`config.mk`:
```
export PLATFORM = sky130hd
export DESIGN_NAME = hdd_spi_ctrl
export DESIGN_NICKNAME = d
export VERILOG_FILES = /design/src/rtl/hdd_spi_pkg.sv /design/src/rtl/hdd_spi_edge.sv /design/src/rtl/hdd_spi_ctrl.sv
export SDC_FILE = /design/constraint.sdc
export NUM_CORES = 1
export LEC_CHECK = 0
export ABC_AREA = 0
export BUFFER_PORTS_ARGS = -buffer_cell sky130_fd_sc_hd__buf_2
export CAP_MARGIN = 20
export CORE_ASPECT_RATIO = 0.7
export CORE_UTILIZATION = 40
export CTS_CLUSTER_SIZE = 14
export DETAILED_ROUTE_END_ITERATION = 16
export HOLD_SLACK_MARGIN = 0.06
export PLACE_DENSITY = 0.71
export SYNTH_ARGS = -nofsm -noshare
export SYNTH_HDL_FRONTEND = slang
export SYNTH_SLANG_ARGS = --single-unit
```
`constraint.sdc`:
```
create_clock -name clk -period 3.1 [get_ports clk]
set_clock_uncertainty 0.15 [all_clocks]
set_input_delay 0.62 -clock clk [delete_from_list [all_inputs] [get_ports clk]]
set_output_delay 0.62 -clock clk [all_outputs]
set_load 0.02 [all_outputs]
```
`src/rtl/hdd_spi_pkg.sv`:
```
// Shared opcodes, FSM state type and decode helper for the Gayle IDE SPI sequencer.
// Optional feature macro used by the design: HDD_SPI_IRQ_EN.
package hdd_spi_pkg;

   localparam logic [7:0] OP_TFR_WR = 8'b1000_0000;
   localparam logic [7:0] OP_TFR_RD = 8'b0000_0000;
   localparam logic [7:0] OP_STAT   = 8'hF0;
   localparam logic [7:0] OP_BLK_RD = 8'hA0;
   localparam logic [7:0] OP_BLK_WR = 8'hB0;
   localparam logic [7:0] TX_BAD    = 8'hFF;

   // Clocks from a register-select / FIFO-advance change until hdd_data_in is trusted.
   localparam logic [1:0] RD_LAT = 2'd2;

   typedef enum logic [2:0] {
      IDLE, CMD, TW_DAT, ST_DAT, RD_HI, RD_LO, WR_HI, WR_LO
   } state_e;

   // Task-file opcodes carry the register number in bits [2:0].
   function automatic logic tfr_match(input logic [7:0] b, input logic [7:0] op);
      return b[7:3] == op[7:3];
   endfunction

endpackage

```
`src/rtl/hdd_spi_edge.sv`:
```
// Edge detectors: frame-select falling edge and, with HDD_SPI_IRQ_EN, rising edge of either Gayle request.
module hdd_spi_edge (
   input  logic clk,
   input  logic reset_n,
   input  logic spi_cs_n,
`ifdef HDD_SPI_IRQ_EN
   input  logic hdd_cmd_req,
   input  logic hdd_dat_req,
   output logic req_rise,
`endif
   output logic cs_fall
);

   logic cs_q;

   always_ff @(posedge clk or negedge reset_n) begin
      if (!reset_n) cs_q <= 1'b1;
      else          cs_q <= spi_cs_n;
   end

   assign cs_fall = cs_q & ~spi_cs_n;

`ifdef HDD_SPI_IRQ_EN
   logic [1:0] req_q;

   always_ff @(posedge clk or negedge reset_n) begin
      if (!reset_n) req_q <= 2'b00;
      else          req_q <= {hdd_dat_req, hdd_cmd_req};
   end

   assign req_rise = |({hdd_dat_req, hdd_cmd_req} & ~req_q);
`endif

endmodule

```
`src/rtl/hdd_spi_ctrl.sv`:
```
// Byte-stream sequencer from the SPI slave to the Gayle hdd_* bus (task file, status, sector FIFO).
// Define HDD_SPI_IRQ_EN to add the host_irq output.
module hdd_spi_ctrl
   import hdd_spi_pkg::*;
#(
   parameter int BLK_WORDS   = 256,
   parameter bit ABORT_FLUSH = 1'b1
) (
   input  logic        clk,
   input  logic        reset_n,
   input  logic        spi_cs_n,
   input  logic [7:0]  rx_byte,
   input  logic        rx_stb,
   output logic [7:0]  tx_byte,
   input  logic        hdd_cmd_req,
   input  logic        hdd_dat_req,
   input  logic [15:0] hdd_data_in,
   output logic [2:0]  hdd_addr,
   output logic [15:0] hdd_data_out,
   output logic        hdd_wr,
   output logic        hdd_status_wr,
   output logic        hdd_data_wr,
   output logic        hdd_data_rd
`ifdef HDD_SPI_IRQ_EN
   ,
   output logic        host_irq
`endif
);

   localparam int CNT_W = $clog2(BLK_WORDS);

   state_e            state_q, state_d;
   logic [7:0]        tx_q, tx_d;
   logic [2:0]        addr_q, addr_d;
   logic [15:0]       dout_q, dout_d;
   logic              wr_q, wr_d, stwr_q, stwr_d, dwr_q, dwr_d, drd_q, drd_d;
   logic [CNT_W-1:0]  cnt_q, cnt_d;
   logic [7:0]        hi_q, hi_d, lo_q, lo_d;
   logic              pend_q, pend_d;
   logic [1:0]        wait_q, wait_d;
   logic              last;
   logic              cs_fall;

`ifdef HDD_SPI_IRQ_EN
   logic req_rise;
   logic irq_q;
`endif

   hdd_spi_edge u_edge (
      .clk         (clk),
      .reset_n     (reset_n),
      .spi_cs_n    (spi_cs_n),
`ifdef HDD_SPI_IRQ_EN
      .hdd_cmd_req (hdd_cmd_req),
      .hdd_dat_req (hdd_dat_req),
      .req_rise    (req_rise),
`endif
      .cs_fall     (cs_fall)
   );

   always_comb begin
      state_d = state_q;
      tx_d    = tx_q;
      addr_d  = addr_q;
      dout_d  = dout_q;
      wr_d    = 1'b0;
      stwr_d  = 1'b0;
      dwr_d   = 1'b0;
      drd_d   = 1'b0;
      cnt_d   = cnt_q;
      hi_d    = hi_q;
      lo_d    = lo_q;
      pend_d  = pend_q;
      wait_d  = wait_q;
      last    = (cnt_q == CNT_W'(BLK_WORDS - 1));

      // Deferred sample of hdd_data_in once the new address / FIFO word has settled.
      if (pend_q) begin
         if (wait_q != 2'd0) begin
            wait_d = wait_q - 2'd1;
         end else begin
            pend_d = 1'b0;
            if (state_q == RD_HI) begin
               tx_d = hdd_data_in[15:8];
               lo_d = hdd_data_in[7:0];
            end else begin
               tx_d = hdd_data_in[7:0];
            end
         end
      end

      if (spi_cs_n) begin
         state_d = IDLE;
         cnt_d   = '0;
         pend_d  = 1'b0;
         if (!ABORT_FLUSH && state_q == WR_LO) begin
            dout_d = {hi_q, 8'h00};
            dwr_d  = 1'b1;
         end
      end else if (cs_fall) begin
         state_d = CMD;
         tx_d    = {6'b0, hdd_dat_req, hdd_cmd_req};
         pend_d  = 1'b0;
      end else if (rx_stb) begin
         unique case (state_q)
            CMD: begin
               if (tfr_match(rx_byte, OP_TFR_WR)) begin
                  addr_d  = rx_byte[2:0];
                  state_d = TW_DAT;
               end else if (tfr_match(rx_byte, OP_TFR_RD)) begin
                  addr_d = rx_byte[2:0];
                  pend_d = 1'b1;
                  wait_d = RD_LAT;
               end else if (rx_byte == OP_STAT) begin
                  state_d = ST_DAT;
               end else if (rx_byte == OP_BLK_RD) begin
                  addr_d  = 3'd0;
                  state_d = RD_HI;
                  pend_d  = 1'b1;
                  wait_d  = RD_LAT;
               end else if (rx_byte == OP_BLK_WR) begin
                  addr_d  = 3'd0;
                  state_d = WR_HI;
               end else begin
                  tx_d = TX_BAD;
               end
            end
            TW_DAT: begin
               dout_d  = {8'h00, rx_byte};
               wr_d    = 1'b1;
               state_d = CMD;
            end
            ST_DAT: begin
               dout_d[7:0] = rx_byte;
               stwr_d      = 1'b1;
               state_d     = CMD;
            end
            RD_HI: begin
               tx_d    = pend_q ? hdd_data_in[7:0] : lo_q;
               pend_d  = 1'b0;
               state_d = RD_LO;
            end
            RD_LO: begin
               drd_d   = 1'b1;
               cnt_d   = last ? '0 : cnt_q + CNT_W'(1);
               state_d = last ? CMD : RD_HI;
               pend_d  = ~last;
               wait_d  = RD_LAT;
            end
            WR_HI: begin
               hi_d    = rx_byte;
               state_d = WR_LO;
            end
            WR_LO: begin
               dout_d  = {hi_q, rx_byte};
               dwr_d   = 1'b1;
               cnt_d   = last ? '0 : cnt_q + CNT_W'(1);
               state_d = last ? CMD : WR_HI;
            end
            default: ;
         endcase
      end
   end

   always_ff @(posedge clk or negedge reset_n) begin
      if (!reset_n) begin
         state_q <= IDLE;
         tx_q    <= 8'h00;
         addr_q  <= 3'd0;
         dout_q  <= 16'h0000;
         wr_q    <= 1'b0;
         stwr_q  <= 1'b0;
         dwr_q   <= 1'b0;
         drd_q   <= 1'b0;
         cnt_q   <= '0;
         hi_q    <= 8'h00;
         lo_q    <= 8'h00;
         pend_q  <= 1'b0;
         wait_q  <= 2'd0;
      end else begin
         state_q <= state_d;
         tx_q    <= tx_d;
         addr_q  <= addr_d;
         dout_q  <= dout_d;
         wr_q    <= wr_d;
         stwr_q  <= stwr_d;
         dwr_q   <= dwr_d;
         drd_q   <= drd_d;
         cnt_q   <= cnt_d;
         hi_q    <= hi_d;
         lo_q    <= lo_d;
         pend_q  <= pend_d;
         wait_q  <= wait_d;
      end
   end

`ifdef HDD_SPI_IRQ_EN
   // A request edge in the same clock as frame start must not be lost.
   always_ff @(posedge clk or negedge reset_n) begin
      if (!reset_n)      irq_q <= 1'b0;
      else if (req_rise) irq_q <= 1'b1;
      else if (cs_fall)  irq_q <= 1'b0;
   end

   assign host_irq = irq_q;
`endif

   assign tx_byte       = tx_q;
   assign hdd_addr      = addr_q;
   assign hdd_data_out  = dout_q;
   assign hdd_wr        = wr_q;
   assign hdd_status_wr = stwr_q;
   assign hdd_data_wr   = dwr_q;
   assign hdd_data_rd   = drd_q;

endmodule

```
* Word level (Yosys, flattened, before mapping)
Cells that the tools add are included.
** Word-level totals
- Bits in registers :: 62
- Input bits :: 30
- Output and inout bits :: 31
- Word-level logic and storage cells :: 127
** Operators by class
- Add/subtract/negate cells :: 2
- Eq/ne operators :: 16
- Mux-type cells :: 71
- Bitwise operators :: 5
- Reduce and logical (&&, ||, !) cells :: 18
** Operator list (count)
- two-way mux 8 bit :: 17
- two-way mux 3 bit :: 15
- == test 8 bit, second input constant :: 4
- case mux 8 bit (2 select lines) :: 2
- two-way mux 1 bit :: 25
- two-way mux 2 bit :: 9
- case mux 3 bit (6 select lines) :: 1
- AND reduction 4 bit :: 4
- == test 3 bit, second input constant :: 4
- adder 8 x 1 -> 8 bit, second input constant :: 1
- nonzero test 2 bit :: 4
- nonzero test 8 bit :: 1
- inequality test 7 bit, second input constant :: 1
- == test 3 x 2 -> 1 bit, second input constant :: 2
- AND reduction 3 bit :: 2
- AND reduction 6 bit :: 1
- == test 5 bit, second input constant :: 1
- logical NOT 5 bit :: 1
- inequality test 5 bit, second input constant :: 1
- inverter 1 bit :: 4
- case mux 2 bit (2 select lines) :: 1
- nonzero test 4 bit :: 1
- OR reduction 2 bit :: 2
- == test 3 x 1 -> 1 bit, second input constant :: 1
- other kinds (7) :: 7

* Longest topological paths before layout
Gate-level depths: netlist (run 1).
- Depth in word-level cells :: 13
- Gate-level depth with buffers :: 7
- Depth with buffers taken out :: 5

* Modules after synthesis
A second synthesis (run 1) with hierarchy kept.
** Unflattened totals
- Cells, all modules :: 317
- Area, all modules :: 3206.8 µm²
** Modules (own cells, without submodules)
- hdd_spi_ctrl :: times used 1, cells an instance 315, area each 3166.8 µm², seq. area each 1526.5 µm²
- hdd_spi_edge :: times used 1, cells an instance 2, area each 40.0 µm², seq. area each 26.3 µm²

* Least setup slack after synthesis (run 1)
OpenSTA, ideal clock, no wires.
- Path kind :: input to register
- Start :: input rx_byte[0]
- End :: register state_q[0]
- Library setup time :: 0.136 ns
- Arrival time :: 1.741 ns
- Required time :: 2.814 ns
- Setup slack :: 1.073 ns
- Stages :: 5
- Cells stage by stage :: nand4bb_4 -> or4_1 -> buf_2 -> a221oi_2 -> o32ai_1
** On the way
- Word-level cells in the longest chain between the ends :: 9
- Elaborated cells on any way between the ends :: 13
- Classes of those cells :: eq/ne (4); mux (8); reduce/logical (1)
** Ends and longest elaborated chain
- start, declared :: RTL line hdd_spi_ctrl.sv:12 : input logic [7:0] rx_byte,
- == test 8 bit :: RTL line hdd_spi_ctrl.sv:116 : end else if (rx_byte == OP_BLK_RD) begin
- two-way mux 3 bit :: RTL line hdd_spi_ctrl.sv:116
- two-way mux 3 bit :: RTL line hdd_spi_ctrl.sv:114 : end else if (rx_byte == OP_STAT) begin
- two-way mux 3 bit :: RTL line hdd_spi_ctrl.sv:110 : end else if (tfr_match(rx_byte, OP_TFR_RD)) begin
- two-way mux 3 bit :: RTL line hdd_spi_ctrl.sv:107 : if (tfr_match(rx_byte, OP_TFR_WR)) begin
- case mux 3 bit (6 select lines) :: RTL line hdd_spi_ctrl.sv:105 : unique case (state_q)
- two-way mux 3 bit :: RTL line hdd_spi_ctrl.sv:104 : end else if (rx_stb) begin
- two-way mux 3 bit :: RTL line hdd_spi_ctrl.sv:100 : end else if (cs_fall) begin
- two-way mux 3 bit :: RTL line hdd_spi_ctrl.sv:92 : if (spi_cs_n) begin
- end signal, assigned :: RTL line hdd_spi_ctrl.sv:181 : state_q <= state_d;
- end, declared :: RTL line hdd_spi_ctrl.sv:32 : state_e state_q, state_d;
Parallel ways exist; a longest one is shown, timed or not. The select of a mux whose other input is x is not followed.
A chain may end at the register's enable or synchronous reset.

* Worst setup path in the final report (run 1)
- Start :: register state_q[0]
- End :: register tx_q[6], in the netlist tx_byte[6]
** On the way
- Word-level cells in the longest chain between the ends :: 13
- Elaborated cells on any way between the ends :: 14
- Classes of those cells :: eq/ne (2); mux (12)
** Ends and longest elaborated chain
- == test 3 bit :: RTL line hdd_spi_ctrl.sv:83, hdd_spi_ctrl.sv:105
- two-way mux 8 bit :: RTL line hdd_spi_ctrl.sv:83 : if (state_q == RD_HI) begin
- two-way mux 8 bit :: RTL line hdd_spi_ctrl.sv:79 : if (wait_q != 2'd0) begin
- two-way mux 8 bit :: RTL line hdd_spi_ctrl.sv:78 : if (pend_q) begin
- two-way mux 8 bit :: RTL line hdd_spi_ctrl.sv:121 : end else if (rx_byte == OP_BLK_WR) begin
- two-way mux 8 bit :: RTL line hdd_spi_ctrl.sv:116
- two-way mux 8 bit :: RTL line hdd_spi_ctrl.sv:114
- two-way mux 8 bit :: RTL line hdd_spi_ctrl.sv:110
- two-way mux 8 bit :: RTL line hdd_spi_ctrl.sv:107
- case mux 8 bit (2 select lines) :: RTL line hdd_spi_ctrl.sv:105
- two-way mux 8 bit :: RTL line hdd_spi_ctrl.sv:104
- two-way mux 8 bit :: RTL line hdd_spi_ctrl.sv:100
- two-way mux 8 bit * :: RTL line hdd_spi_ctrl.sv:92
- via tx_d[6] :: RTL line hdd_spi_ctrl.sv:33 : logic [7:0] tx_q, tx_d;
- end signal, assigned :: RTL line hdd_spi_ctrl.sv:182 : tx_q <= tx_d;
- end, declared :: RTL line hdd_spi_ctrl.sv:33
The timed path passes the listed nets; every way through them passes the cells marked *.

==> run_results.csv, run 1 <==
group,metric,value,unit
status,status,"completed",
routing,drtPass1Iterations,5,
setup_path,worst_path_max_delay_cell,"dfrtp_1",
routing,routed_wl,7.20,mm
global_route,grt-busiest-layer,"met1",
power_and_ir_drop,powerDensity,485,mW/mm^2
floorplan,core,0.00745,mm^2
timing,slew_headroom,48.0,%
synth,synth-seq-cells,62,
floorplan,die_y,76.3,um
synth,syn_nets,335,
timing,rsz0062_at_grt,"no",
cells_and_area,layout_commonest_cell,"dfrtp_1",
synth,synth_xor_area_share,1.11,%
synth,ys_types,59,
setup_path,cp_top_family,"compound AO/OA/AOI/OAI gates",
synth,async_reset_ff_share,100,%
floorplan,die_w,108,um
global_route,grt_pass1_vias,2523,
global_route,overflow,0,
clocking,tritoncts.num_buffers,9,
clocking,cts_resized,0,
flow_run,cap_violations,0,
cells_and_area,fill_cells,678,
placed_design,dpl.hpwl,5.23,mm
routing,ant_nets,0,
cells_and_area,drive_above_1_share,28.2,%
synth,dominantRegCellSynth,"dfrtp_1",
cells_and_area,areaGrowthSynthToFinish,18.9,%
power_and_ir_drop,max-vdd-ir-drop,0.000212,V
synth,syn_area,0.00315,mm^2
setup_path,critPathArrivalTime,2240,ps
routing,vias,2544,
routing,route.detailed.vias_per_inst,5.49,
synth,synth_top_family_by_area,"simple AND/OR/NAND/NOR gates",
synth,synth-simple-area-share,19.1,%
timing,period_share,70.5,%
clocking,clk-insertion-delay-late,340,ps
timing,finalSetupViolCount,0,
synth,synthTopCellsByArea,"dfrtp_1 (48%), mux2_2 (5.4%), nand2_1 (5.1%)",
clocking,cts_tree,"yes",
setup_path,crit_buf_inv,0,
placed_design,gp_congestion,0.824,
routing,route.detailed.drc,0,
synth,syn_area_per_cell,10.4,um^2
setup_path,path_cells,"nand4bb_1, a21oi_1, a21boi_0, o22ai_1",
clocking,cts_hold_buf,0,
timing,fin_tns_setup,0,ps
setup_path,path_class,"reg2reg",
floorplan,start_util,42.3,%
timing,finalHoldViolCount,0,
clocking,clk_pin_slew,80,ps
global_route,grtUsageTotal,19.2,%
global_route,met3_usage,6.93,%
synth,ys_seq_area_share,49.3,%
timing,min_period,2190,ps
cells_and_area,regArea,0.00155,mm^2
synth,synthMuxAreaShare,11.2,%
synth,synth-edff-count,0,
cells_and_area,diodes,0,
global_route,grtUsageMet1,27.2,%
floorplan,std_cell_rows,26,
synth,yosysTopAreaCell,"dfrtp_1",
setup_path,critPathLaunchType,"flop",
floorplan,ios,61,
clocking,clock-sinks,62,
hold_path,hold_path_class,"in2async",
synth,ys_warn_count,0,
power_and_ir_drop,p_total,1.82,mW
setup_path,slowest_delay,640,ps
timing,max_freq,458,MHz
timing,maxSlewViolCount,0,
global_route,antenna_found_initial,0,
setup_path,cp_max_fo,19,
clocking,clk_path_buf_depth,2,
global_route,met2_usage,26.9,%
cells_and_area,layout_common_cells,"dfrtp_1 (61), buf_2 (60), nand2_1 (43)",
cells_and_area,multi_input_area,0.00151,mm^2
timing,worst_pin_slew,779,ps
clocking,cts_setup_buffers,0,
setup_path,endpoint_kind,"flop",
global_route,grt_max_degree,35,
timing,timing.hold.ws,201,ps
synth,synth_fa_ha_area_share,0.397,%
floorplan,die_area,0.00824,mm^2
cells_and_area,fin_nets,391,
power_and_ir_drop,leakage,1.76,nW
global_route,grt_pass1_wl,12.3,mm
clocking,htreeDepth,3,
setup_path,critPathRequiredTime,3160,ps
routing,post_drt_wl_per_cell,15.5,um
synth,synth_top_area_share,48.4,%
synth,synth_compound_area_share,15.9,%
placed_design,portBuffers,60,
clocking,cts_root_buf,"clkbuf_8",
routing,dr.first_iter.drc_count,185,
synth,syn_inst,304,
-- worst register-to-register path: stages, from the launching register on --
cell	delay [ps]
dfrtp_1	640
nand4bb_1	360
a21oi_1	520
a21boi_0	270
o22ai_1	110
-- logic make-up (layout without fill, tap and decap cells) --
group / count (synthesis) / after routing
AND/OR/NAND/NOR: 110 / 110
XOR/XNOR: 4 / 4
multiplexers: 32 / 32
AO/OA/AOI/OAI: 75 / 75
adder cells (fa/ha/maj): 1 / 1
buffers and inverters: 20 / 81
flip-flops: 62 / 62
-- through the flow --
step | utilization (%) | cell area [um^2] | setup WS (ps) | instances
5_1_grt | 50.3 | 3750 | 729 | 463
4_1_cts | 50.3 | 3750 | 974 | 463
3_5_place_dp | 47.2 | 3520 | 722 | 447
3_3_place_gp | 47.2 | 3520 | 806 | 447
2_1_floorplan | - | 3150 | 1070 | 304
6_report | 50.3 | 3750 | 914 | 463
-- state kept, by name, summed over array words and instances (netlist names) --
register	cells
hdd_wr	1
cnt_q	8
u_edge.cs_q	1
wait_q	2
pend_q	1
hdd_status_wr	1
hdd_addr	3
hi_q	8
lo_q	8
state_q	3
hdd_data_out	16
hdd_data_wr	1
tx_byte	8
hdd_data_rd	1
-- synthesized netlist by cell type (4+ instances only) --
cell type  count
a21oi_1       23
o22ai_1        8
clkbuf_1       5
dfrtp_1       61
and3_1         7
nand3_1        6
mux2i_1        6
a21boi_0       7
or4_1          4
o2bb2ai_1      6
mux2_1        11
o21ai_0        9
mux2_2        15
buf_2          9
nor2_1        17
nand2_1       43
-- metal layers --
metal  routed length [um]  share of wire [%]  up-vias
met5                    0                  0        -
met4                   91                1.3        0
met3                  433                6.0        9
met2                 3190                 44       74
met1                 3480                 48     1233
li1                     -                  -     1228
-- area by class of cell --
cell class                      instances  share of cell area (%)
Sequential cell                        62                    41.4
Multi-Input combinational cell        222                    40.2
Timing Repair Buffer                   62                    8.75
Clock buffer                            9                    3.31
Tap cell                               98                    3.27
Clock inverter                          7                    2.77
Inverter                                3                   0.301
-- final timing paths --
path / from / to / cells after the start / slack, ps
min reg2reg: hdd_data_out[12]$_DFFE_PN0P_ / hdd_data_out[12]$_DFFE_PN0P_ / 2 / 330
min in group clk: hdd_data_out[12]$_DFFE_PN0P_ / hdd_data_out[12]$_DFFE_PN0P_ / 2 / 330
max reg2reg: state_q[0]$_DFFE_PN0P_ / tx_byte[6]$_DFF_PN0_ / 4 / 910
max: state_q[0]$_DFFE_PN0P_ / tx_byte[6]$_DFF_PN0_ / 4 / 910
min: reset_n / lo_q[1]$_DFFE_PN0P_ / 1 / 200
max in group asynchronous: reset_n / u_edge.cs_q$_DFF_PN1_ / 2 / 1900
-- power by group --
group / internal [mW] / switching (mW) / leakage (nW)
clock: 0.463 / 0.344 / 0.115
combinational: 0.0606 / 0.0936 / 0.813
sequential: 0.834 / 0.0214 / 0.832
Power figures use the tool's default switching activity.
==> run 2: changes to the inputs <==
- clock period: 3.1 -> 2.2 ns (I/O delays scaled with it)
==> run_results.csv, run 2 (same netlist as run 1, synthesis figures left out) <==
group,metric,value,unit
status,status,"completed",
flow_run,cap_violations,0,
clocking,clk-insertion-delay-late,340,ps
timing,worst_pin_slew,548,ps
power_and_ir_drop,p_total,2.43,mW
global_route,grt_max_degree,63,
clocking,cts_setup_buffers,0,
setup_path,critPathRequiredTime,2320,ps
cells_and_area,layout_common_cells,"dfrtp_1 (61), buf_2 (60), nand2_1 (43)",
power_and_ir_drop,max-vdd-ir-drop,0.000289,V
timing,maxSlewViolCount,0,
clocking,tritoncts.num_buffers,9,
routing,ant_nets,0,
cells_and_area,fin_util,51.3,%
setup_path,critPathArrivalTime,2080,ps
cells_and_area,fin_nets,405,
clocking,cts_root_buf,"clkbuf_8",
placed_design,dpl.hpwl,5.32,mm
global_route,grt_pass1_vias,2539,
floorplan,die_w,108,um
timing,finalHoldViolCount,0,
timing,slew_headroom,63.5,%
floorplan,ios,61,
cells_and_area,drive_above_1_share,30.6,%
setup_path,endpoint_kind,"flop",
cells_and_area,layout_commonest_cell,"dfrtp_1",
placed_design,place_area,0.00362,mm^2
routing,post_drt_wl_per_cell,15.5,um
routing,dr.first_iter.drc_count,199,
routing,drtPass1Iterations,4,
routing,route.detailed.drc,0,
floorplan,die_area,0.00824,mm^2
timing,fin_tns_setup,0,ps
cells_and_area,fin_area,0.00382,mm^2
timing,max_freq,510,MHz
clocking,clk_path_buf_depth,2,
cells_and_area,diodes,0,
routing,routed_wl,7.40,mm
placed_design,gp_congestion,0.838,
timing,min_period,1960,ps
floorplan,start_util,42.3,%
setup_path,critPathLaunchType,"flop",
clocking,clock-sinks,62,
clocking,cts_hold_buf,1,
routing,vias,2601,
clocking,clk_pin_slew,80,ps
setup_path,path_class,"reg2reg",
timing,rsz0062_at_grt,"no",
clocking,cts_tree,"yes",
cells_and_area,areaGrowthSynthToFinish,21.4,%
power_and_ir_drop,powerDensity,636,mW/mm^2
clocking,cts_resized,0,
cells_and_area,largest_reg_flops,16,
hold_path,hold_path_class,"in2reg",
timing,period_share,89.0,%
timing,timing.hold.ws,190,ps
global_route,grt_pass1_wl,12.1,mm
timing,finalSetupViolCount,0,
global_route,overflow,0,
power_and_ir_drop,leakage,1.81,nW
clocking,htreeDepth,3,
global_route,antenna_found_initial,0,
routing,route.detailed.vias_per_inst,5.45,
global_route,grtUsageTotal,18.9,%
setup_path,cp_max_fo,14,
placed_design,portBuffers,60,
floorplan,core,0.00745,mm^2
floorplan,std_cell_rows,26,
floorplan,die_y,76.3,um
-- run 2: cell types whose count changed in the layout (fill, tap and decap cells not counted) --
cell	before	now
bufinv_16	2	1
clkinv_2	0	2
dlygate4sd3_1	0	1
buf_4	1	14
clkinvlp_4	0	1
inv_6	3	1
-- run 2: layout make-up --
class                   count  area, um^2
fillers                   684        3620
flip-flops and latches     62        1550
multi-input cells         222        1510
repair buffers             76         435
clock buffers               9         124
well taps                  98         123
clock inverters             7        73.8
inverters                   3        11.3
-- run 2: metal layers --
metal	part of all wire [%]	global-route usage [%]
met1	49	26.9
met4	0.95	6.30
met3	5.6	5.56
met2	45	27.4
met5	0	0
-- run 2: critical path, cell delays in order (launching register included) --
cell,delay [ps]
dfrtp_1,580
or3b_1,630
nor2_1,260
a21boi_0,110
o22ai_1,160
-- run 2: report_power, final --
part / internal, mW / switching [mW] / total (mW)
clock: 0.526 / 0.473 / 0.999
sequential: 1.18 / 0.0248 / 1.20
combinational: 0.0963 / 0.139 / 0.235
-- run 2: final timing paths --
kind / from / endpoint / slack (ps) / depth (start not counted)
setup reg to reg: state_q[2]$_DFFE_PN0P_ / tx_byte[5]$_DFF_PN0_ / 240 / 4
setup / recovery: state_q[2]$_DFFE_PN0P_ / tx_byte[5]$_DFF_PN0_ / 240 / 4
max in group asynchronous: reset_n / u_edge.cs_q$_DFF_PN1_ / 1100 / 3
hold / removal: hdd_data_in[1] / lo_q[1]$_DFFE_PN0P_ / 190 / 2
hold reg to reg: hdd_data_out[9]$_DFFE_PN0P_ / hdd_data_out[9]$_DFFE_PN0P_ / 330 / 2
min in group asynchronous: reset_n / lo_q[1]$_DFFE_PN0P_ / 470 / 3
-- run 2: stage by stage --
step | setup WS [ps] | std cells
after floorplan | 353 | 304
after CTS | 260 | 477
final | 241 | 477
after global routing | 77.2 | 477
after detailed placement | 83.2 | 460
after global placement | 105 | 460
==> run 3: changes to the inputs <==
- CORE_UTILIZATION: 40 -> 45
- PLACE_DENSITY: 0.71 -> 0.77
- SETUP_SLACK_MARGIN: unset -> 0.1
- SYNTH_HIERARCHICAL: unset -> 1
==> run_results.csv, run 3 <==
group,metric,value,unit
hold_path,holdPathStages,2,
cells_and_area,areaGrowthSynthToFinish,22.5,%
setup_path,r2r_end,"tx_byte[5]$_DFF_PN0_",
clocking,tritoncts.num_buffers,9,
global_route,grt_max_degree,32,
floorplan,core,0.00682,mm^2
synth,synth-seq-cells,62,
cells_and_area,fin_nets,422,
global_route,grt_pass1_wl,11.8,mm
clocking,htreeDepth,3,
clocking,clk_pin_slew,70,ps
floorplan,ios,61,
timing,fin_tns_setup,0,ps
setup_path,worst_path_max_delay_cell,"dfrtp_1",
synth,syn_area_per_cell,10.1,um^2
floorplan,die_y,72.6,um
synth,synthTopCellsByArea,"dfrtp_1 (48%), mux2i_1 (5.6%), mux2_2 (5.6%)",
timing,slew_headroom,56.8,%
global_route,overflow,0,
timing,timing.hold.ws,203,ps
setup_path,timing.rr.start,"state_q[0]$_DFFE_PN0P_",
power_and_ir_drop,leakage,1.85,nW
routing,post_drt_wl_per_cell,14.7,um
routing,dr.first_iter.drc_count,143,
routing,drtPass1Iterations,4,
clocking,clk_path_buf_depth,2,
timing,rsz0062_at_grt,"no",
synth,syn_nets,348,
setup_path,crit_path_frequent_cell,"nor2_1",
timing,maxSlewViolCount,0,
timing,finalSetupViolCount,0,
hold_path,hold_end,"lo_q[2]$_DFFE_PN0P_",
flow_run,cap_violations,0,
timing,min_period,1900,ps
clocking,cts_tree,"yes",
synth,synthTopCellsByCount,"dfrtp_1 (61), nor2_1 (39), nand2_1 (33)",
setup_path,path_cells,"nand2b_1, nor2_1, o21bai_1, o22ai_1, nor2_1",
placed_design,portBuffers,60,
routing,route.detailed.drc,0,
cells_and_area,drive_above_1_share,32.3,%
synth,syn_inst,317,
setup_path,critPathArrivalTime,1990,ps
floorplan,std_cell_rows,25,
setup_path,cp_max_fo,6,
clocking,cts_root_buf,"clkbuf_8",
setup_path,slowest_delay,420,ps
timing,finalHoldViolCount,0,
synth,synth.most_common_cell,"dfrtp_1",
timing,period_share,86.3,%
synth,ys_seq_area_share,48.4,%
synth,syn_area,0.00321,mm^2
timing,max_freq,527,MHz
synth,dominantRegCellSynth,"dfrtp_1",
setup_path,path_class,"reg2reg",
clocking,cts_setup_buffers,0,
setup_path,endpoint_kind,"flop",
floorplan,die_w,103,um
setup_path,r2r_slack,300,ps
routing,routed_wl,7.20,mm
cells_and_area,largest_reg_flops,16,
setup_path,rr_worst_depth,5,
power_and_ir_drop,powerDensity,659,mW/mm^2
setup_path,critPathRequiredTime,2290,ps
cells_and_area,layout_common_cells,"dfrtp_1 (61), buf_2 (60), nor2_1 (39)",
cells_and_area,layout_commonest_cell,"dfrtp_1",
placed_design,gp_congestion,0.859,
hold_path,hp-start,"hdd_data_in[2]",
clocking,clock-sinks,62,
status,status,"completed",
setup_path,critPathLaunchType,"flop",
placed_design,dpl.hpwl,5.30,mm
synth,ys_warn_count,6,
floorplan,start_util,47.0,%
global_route,grtUsageTotal,21.0,%
synth,ys_types,47,
synth,synth-edff-count,0,
synth,synth_top_area_share,47.6,%
power_and_ir_drop,p_total,2.59,mW
routing,vias,2601,
routing,ant_nets,0,
hold_path,hold_path_class,"in2reg",
global_route,grt_pass1_vias,2427,
synth,yosysTopAreaCell,"dfrtp_1",
cells_and_area,fill_cells,609,
routing,route.detailed.vias_per_inst,5.31,
timing,worst_pin_slew,647,ps
floorplan,die_area,0.00747,mm^2
synth,async_reset_ff_share,100,%
power_and_ir_drop,max-vdd-ir-drop,0.000284,V
cells_and_area,diodes,0,
clocking,clk-insertion-delay-late,350,ps
global_route,antenna_found_initial,0,
## run 3: cell types whose count changed in the layout (fill, tap and decap cells not counted), moves of 8 or more
cell and delta:
mux2_4 +8, mux2i_1 +12, nand2_1 -10, o21ai_0 +13, nor2_1 +22, mux2_1 -10
## run 3: area by class of cell
cell class,instances,area [um^2],share of cell area [%]
Tap cell,94,118,2.99
Inverter,6,22.5,0.573
Sequential cell,62,1550,39.5
Multi-Input combinational cell,236,1570,40.0
Clock buffer,9,124,3.15
Clock inverter,7,104,2.64
Timing Repair Buffer,76,435,11.1
## run 3: timing repair
| action | 4_1_cts | 5_1_grt |
|---|---|---|
| setup endpoints to repair | 0 | 7 |
| hold buffers | 1 | 0 |
| gates resized for setup | 0 | 1 |
| endpoints found under the hold margin | 20 | 0 |
## run 3: worst max-delay path by stage
stage	startpoint	to	slack, ps
global route	state_q[2]$_DFFE_PN0P_	tx_byte[2]$_DFF_PN0_	180
detailed placement	spi_cs_n	hi_q[1]$_DFFE_PN0P_	90
global placement	spi_cs_n	hi_q[4]$_DFFE_PN0P_	140
CTS	u_edge/cs_q$_DFF_PN1_	hi_q[4]$_DFFE_PN0P_	160
finish	state_q[0]$_DFFE_PN0P_	tx_byte[5]$_DFF_PN0_	300
floorplan	rx_byte[0]	state_q[0]$_DFFE_PN0P_	410
## run 3: stage by stage
step                worst slack, ps  utilization (%)  cells  cell area [um^2]
finish                          302             57.6    490              3930
global placement                144             54.1    473              3690
detailed placement             89.9             54.1    473              3690
floorplan                       415                -    317              3210
global route                    180             57.6    490              3930
CTS                             158             57.6    490              3930
## run 3: logic make-up (layout without fill, tap and decap cells)
family	count (synthesis)	in the layout	share of synthesized area [%]
mux	43	43	15.3
compound gates	62	62	10.6
buf+inv	19	98	2.65
xor+xnor	3	3	0.820
simple gates	127	127	21.8
flops	62	62	48.4
fa+ha+maj	1	1	0.390
## run 3: power by group
part           switching, mW  internal (mW)
Combinational          0.151          0.102
Clock                  0.487          0.653
Sequential            0.0210           1.17
## run 3: critical path: cells and delay by family (launching register included)
kind             cells  cell delay, ps
AND/OR/NAND/NOR      3             680
AO/OA/AOI/OAI        2             540
flip-flops           1             420
## run 3: per-layer routing
| layer | routed length (um) | track usage [%] | vias up |
|---|---|---|---|
| met4 | 60 | 7.82 | 0 |
| met2 | 3270 | 30.4 | 67 |
| met5 | 0 | 0 | - |
| met3 | 424 | 6.80 | 9 |
| li1 | - | - | 1272 |
| met1 | 3440 | 29.6 | 1253 |
